### src/rtl/golf_pkg.sv
// Shared golf types: terrain codes, map geometry and probe indexing.
package golf_pkg;

    typedef enum logic [1:0] {
        FAIRWAY = 2'd0,
        SAND    = 2'd1,
        WALL    = 2'd2,
        HOLE    = 2'd3
    } terrain_t;

    localparam int unsigned MAP_WIDTH  = 128;
    localparam int unsigned MAP_HEIGHT = 128;
    localparam int unsigned ADDR_W     = 14;

    // Probe index 0..4, issued in this order.
    typedef logic [2:0] probe_idx_t;

    localparam probe_idx_t PROBE_C  = 3'd0;
    localparam probe_idx_t PROBE_XP = 3'd1;
    localparam probe_idx_t PROBE_XN = 3'd2;
    localparam probe_idx_t PROBE_YP = 3'd3;
    localparam probe_idx_t PROBE_YN = 3'd4;

endpackage

### src/rtl/map_probe_addr.sv
// Combinational probe-point address generator with out-of-bounds detection.
module map_probe_addr
    import golf_pkg::*;
(
    input  logic [7:0]        cx,
    input  logic [7:0]        cy,
    input  probe_idx_t        probe,
    input  logic [2:0]        radius,
    output logic [ADDR_W-1:0] addr,
    output logic              oob
);

    logic [9:0] px;
    logic [9:0] py;
    logic [9:0] r;

    // Offset the centre by the radius on one axis; bit 9 set means negative.
    always_comb begin
        r  = {7'b0, radius};
        px = {2'b00, cx};
        py = {2'b00, cy};
        case (probe)
            PROBE_XP: px = {2'b00, cx} + r;
            PROBE_XN: px = {2'b00, cx} - r;
            PROBE_YP: py = {2'b00, cy} + r;
            PROBE_YN: py = {2'b00, cy} - r;
            default:  ;
        endcase
        oob = px[9] || (px[8:0] >= 9'(MAP_WIDTH)) ||
              py[9] || (py[8:0] >= 9'(MAP_HEIGHT));
        if (oob) begin
            addr = '0;
        end else begin
            addr = ADDR_W'(py[8:0]) * ADDR_W'(MAP_WIDTH) + ADDR_W'(px[8:0]);
        end
    end

endmodule

### config.mk
export PLATFORM = sky130hd
export DESIGN_NAME = map_probe_addr
export DESIGN_NICKNAME = d
export VERILOG_FILES = /design/src/rtl/golf_pkg.sv /design/src/rtl/map_probe_addr.sv
export SDC_FILE = /design/constraint.sdc
export NUM_CORES = 1
export LEC_CHECK = 0
export BUFFER_PORTS_ARGS = -buffer_cell sky130_fd_sc_hd__clkbuf_2
export CORE_UTILIZATION = 23
export DETAILED_ROUTE_END_ITERATION = 16
export PLACE_DENSITY = 0.51
export SYNTH_ARGS = -nofsm -noshare
export SYNTH_HDL_FRONTEND = slang
export SYNTH_SLANG_ARGS = --single-unit
### constraint.sdc
create_clock -name vclk -period 7.77
set_input_delay 2.331 -clock vclk [all_inputs]
set_output_delay 2.331 -clock vclk [all_outputs]
set_load 0.05 [all_outputs]
# After elaboration in Yosys (flattened, before gate mapping)
# Index checks and enable logic that the tools add are counted.
[totals]
regBits = 0
latchBits = 0
ramBits = 0
mem_bits_ro = 0
input_bits = 22
output_inout_bits = 15
elab_cells = 17
n_memories = 0
[classes]
add_sub_neg = 5
multipliers = 0
div = 0
magnitude_cmp = 2
eq_ne = 4
shifts = 0
n_mux = 3
bitwise_logic = 0
reduce_logical = 3
[op_table]
columns = ["op", "count"]
rows = [
  ["one-hot mux 10 bit (2 select lines)", 2],
  ["adder 8 x 3 -> 9 bit", 2],
  ["greater-or-equal comparator 9 x 8 -> 1 bit (second input constant)", 2],
  ["subtractor 8 x 3 -> 9 bit", 2],
  ["adder 14 x 9 -> 14 bit", 1],
  ["2-to-1 mux 14 bit", 1],
  ["== test 3 x 2 -> 1 bit (second input constant)", 2],
  ["== test 3 x 1 -> 1 bit (second input constant)", 1],
  ["== test 3 bit (second input constant)", 1],
  ["logical OR 1 bit", 3],
]

# Depth between registers and ports, before layout
[depth]
word_depth = 7
mapped_depth = 13

# Worst setup path after synthesis
# Ideal clock, no wire load.
[synth_path]
kind = "input port to output port"
startpoint = "input cx[0]"
endpoint = "output addr[9]"
t_arrival_ns = 5.318
t_required_ns = 5.439
setup_slack_ns = 0.121
cell_stages = 10
path_cell_list = "inv_1 -> ha_1 -> fa_1 -> o21ai_0 -> or3_1 -> nor4_1 -> a31o_2 -> or4_1 -> buf_4 -> nor3_1"
[synth_between]
elab_chain_len = 7
word_cells_on_any_way = 9
classes_between = "add/sub (3); order compare (1); mux (2); reduce/logical (3)"
[synth_lines]
columns = ["element", "line", "source"]
rows = [
  ["from (decl)", "map_probe_addr.sv:5", "input logic [7:0] cx,"],
  ["subtractor 8 x 3 -> 9 bit / adder 8 x 3 -> 9 bit (equally long branches)", "map_probe_addr.sv:24, map_probe_addr.sv:23", ""],
  ["one-hot mux 10 bit (2 select lines) *", "map_probe_addr.sv:22", "case (probe)"],
  ["greater-or-equal comparator 9 x 8 -> 1 bit", "map_probe_addr.sv:29", "oob = px[9] || (px[8:0] >= 9'(MAP_WIDTH)) ||"],
  ["logical OR 1 bit (2 in a row)", "map_probe_addr.sv:29", ""],
  ["logical OR 1 bit", "map_probe_addr.sv:30", "py[9] || (py[8:0] >= 9'(MAP_HEIGHT));"],
  ["2-to-1 mux 14 bit *", "map_probe_addr.sv:31", "if (oob) begin"],
  ["to (decl)", "map_probe_addr.sv:9", "output logic [ADDR_W-1:0] addr,"],
]
# Every way passes the cells marked *; elsewhere a longest branch is shown, timed or not.

# Worst setup path in the final report
[layout_path]
startpoint = "input radius[2]"
endpoint = "output addr[1]"
[layout_between]
elab_chain_len = 7
word_cells_on_any_way = 12
classes_between = "add/sub (4); order compare (2); mux (3); reduce/logical (3)"
[layout_lines]
columns = ["element", "line", "source"]
rows = [
  ["from (decl)", "map_probe_addr.sv:8", "input logic [2:0] radius,"],
  ["subtractor 8 x 3 -> 9 bit / adder 8 x 3 -> 9 bit (equally long branches)", "map_probe_addr.sv:24, map_probe_addr.sv:23", ""],
  ["one-hot mux 10 bit (2 select lines)", "map_probe_addr.sv:22", ""],
  ["greater-or-equal comparator 9 x 8 -> 1 bit", "map_probe_addr.sv:29", ""],
  ["logical OR 1 bit (2 in a row)", "map_probe_addr.sv:29", ""],
  ["logical OR 1 bit *", "map_probe_addr.sv:30", ""],
  ["2-to-1 mux 14 bit *", "map_probe_addr.sv:31", ""],
]
# Marked as above.

==> impl_summary.md <==
Outcome
The flow ran to the end, and the final reports show no timing, DRC or antenna violations.

Timing
In this run the tightest slew margin relative to its limit is approximately two thirds. In the finished design, the share of the clock period the worst path needs comes to between 90% and 100%. Summed over all failing endpoints, the final setup total negative slack is 0 ps. Subtracting the final worst setup slack from the clock period gives between 7000 and 8000 ps. For this run, the top clock speed supported by timing is around 130 MHz.

The number of pins with negative max-slew slack in the final report is 0. The transition time at the pin with the least slew margin is roughly 480 ps. The worst setup slack after layout is approximately 250 ps.

The number of hold violations in the final report is 0. Setup repair after global routing left no endpoint under its margin. The number of setup violations in the final report is 0.

Finish
The final layout contains a sequential cell count of 0. The fraction of final layout cells sized beyond drive strength 1 is approximately 28%. The total inserted antenna cells is 0. The most common library cell in the layout ignoring fill and taps is clkbuf_2.

Measured on the finished design, the core utilization comes to about 29%. Fill cells in the final layout number between 500 and 600. The library cells used most frequently in the layout, excluding fill and tap cells, are 37 x clkbuf_2, 28 x nor2_1, 15 x inv_1, 15 x ha_1, 12 x a21oi_1. The combined flip-flop and latch cell area is 0 um^2. The net count of the finished layout is ~230. The area growth from synthesis to layout is 22.8%. Counting the clock-network buffers in the layout gives 0.

Critical path
Data arrives at the worst endpoint at 5190 ps. The beginning of the critical path is radius[2]. The largest driver fanout on the critical path is 9.

The worst setup path is captured at an output port. The required time at the endpoint of the critical path is 5440 ps. The nature of the critical path startpoint is an input pin. The critical path class is input pin to output port.

Power
For this design the ratio of total power to cell area is slightly above 70 nW/um^2. The reported leakage power is between 0.6 and 0.7 nW. IR analysis of the VDD net gives a maximum drop of 0.0247 mV. The overall power after layout is 98.7 uW.

Route
The wire length reported by the detailed router is roughly 3000 um. The number of iterations in the first detailed-routing pass is 4. The residual antenna-violating net count after detailed routing is 0. The wire length per cell after detailed routing is roughly 11 um.

Detailed routing inserted a total of about 1,200 vias. The first-iteration detailed-routing DRC count is 51. In the routed layout, each cell is associated on average with a via count of 4.62. After detailed routing, the number of remaining DRC violations is 0.

Global route
The via count of the first global-routing pass is roughly 1,100. The pin count of the biggest net entering global routing is 10. The initial antenna violation count is 0.

Summed over all layers, the global routing overflow is 0. The overall global routing resource usage is a little under an eighth. The first global-routing pass estimated 5040 um of wire.

Synth
After technology mapping, the gate count stands at around 150. The Yosys step of the flow raised 0 warnings. In this run, distinct cell masters in the synthesized netlist total 48. The mean area per synthesized cell is around 7.4 um^2. The post-synthesis net count is 194. The synthesized netlist occupies a cell area of ~1100 um^2. The post-synthesis sequential area ratio is 0%.

Job
The number of maximum-capacitance constraint violations is 0.

Min path
The min-delay analysis places its worst path in the category input pin to output port. In this run the most critical hold path is launched from cx[0]. Along the worst hold path, the cell count comes to 4.

Die
The count of pins on the block boundary is 37. The floorplan step defined a core boundary enclosing 4720 um^2. The die outline area is between 5000 and 6000 um^2. In this run the horizontal extent of the chip is around 70 um. After floorplanning, the core was divided into 25 placement rows. For this configuration, the core starts out at a cell density of 23.8%. The y dimension of the die is ~70 um.

Placed design
Timing analysis after detailed placement gives a worst setup slack of just over 200 ps. The placer's final routability congestion estimate is approximately 0.77. The number of buffers added on ports is 37.

The HPWL after detailed placement is between 2000 and 3000 um.

Clock network
The number of post-CTS setup repair buffers is 0. The count of hold-fix buffers inserted at cts is 0. The number of gates given a new drive strength after cts is 0.
==> path summary, 6_finish.rpt <==
kind	endpoint	slack, ps
worst min-delay path	addr[0]	5150
worst max-delay path	addr[1]	250
==> cell usage after synthesis, drive strengths merged, types with 3 or more instances <==
cell type	count	area share (%)
ha	15	17
nand3	5	2.2
xnor2	7	5.5
buf	4	3.1
nand2	3	1.0
nor3b	4	2.7
inv	15	5.0
o31ai	3	2.4
nor2	28	9.4
nor2b	4	2.2
a21oi	12	5.3
o21ai	5	2.2
fa	5	8.9
o22ai	4	3.5
xor2	6	5.3
or3b	3	2.3
==> where the power goes <==
group / switching [mW] / internal [mW] / leakage (nW)
combinational: 0.0658 / 0.0329 / 0.627
sequential: 0 / 0 / 0
clock: 0 / 0 / 0
==> cell type report <==
cell class,instances,area (um^2),share of cell area (%)
multi-input cells,133,1030,74.8
repair buffers,40,208,15.0
well taps,67,83.8,6.07
inverters,15,56.3,4.08
==> kinds of logic after synthesis <==
| logic type | share of synthesized area [%] |
|---|---|
| and+or+nand+nor | 29.1 |
| buffers and inverters | 8.13 |
| adders and majority gates | 25.6 |
| AOI/OAI and AO/OA | 25.5 |
| xor gates and xnor gates | 10.8 |
| muxes | 0.891 |
==> critical path: stages <==
cell and delay [ps]:
clkbuf_2 120, inv_1 80, ha_1 430, and2b_2 260
o311ai_0 390, mux2i_1 250, nor2_1 50, or4_1 640
buf_4 240, nor2_1 110, clkbuf_2 280
==> layer usage <==
metal	vias up	wire (um)	GRT usage [%]
li1	615	-	-
met1	533	1540	17.6
met2	29	1290	19.0
met3	0	96	0.833
met4	0	0	0
met5	-	0	0
==> per-stage QoR <==
| stage | cells | cell area (um^2) | hold WS (ps) |
|---|---|---|---|
| final | 255 | 1380 | 5150 |
| after global routing | 255 | 1380 | 5190 |
| after CTS | 255 | 1380 | 5160 |
| after detailed placement | 255 | 1380 | 5160 |
| after global placement | 255 | 1380 | 5160 |
| after floorplan | 152 | 1120 | 4940 |
(Power assumes the default switching activity.)
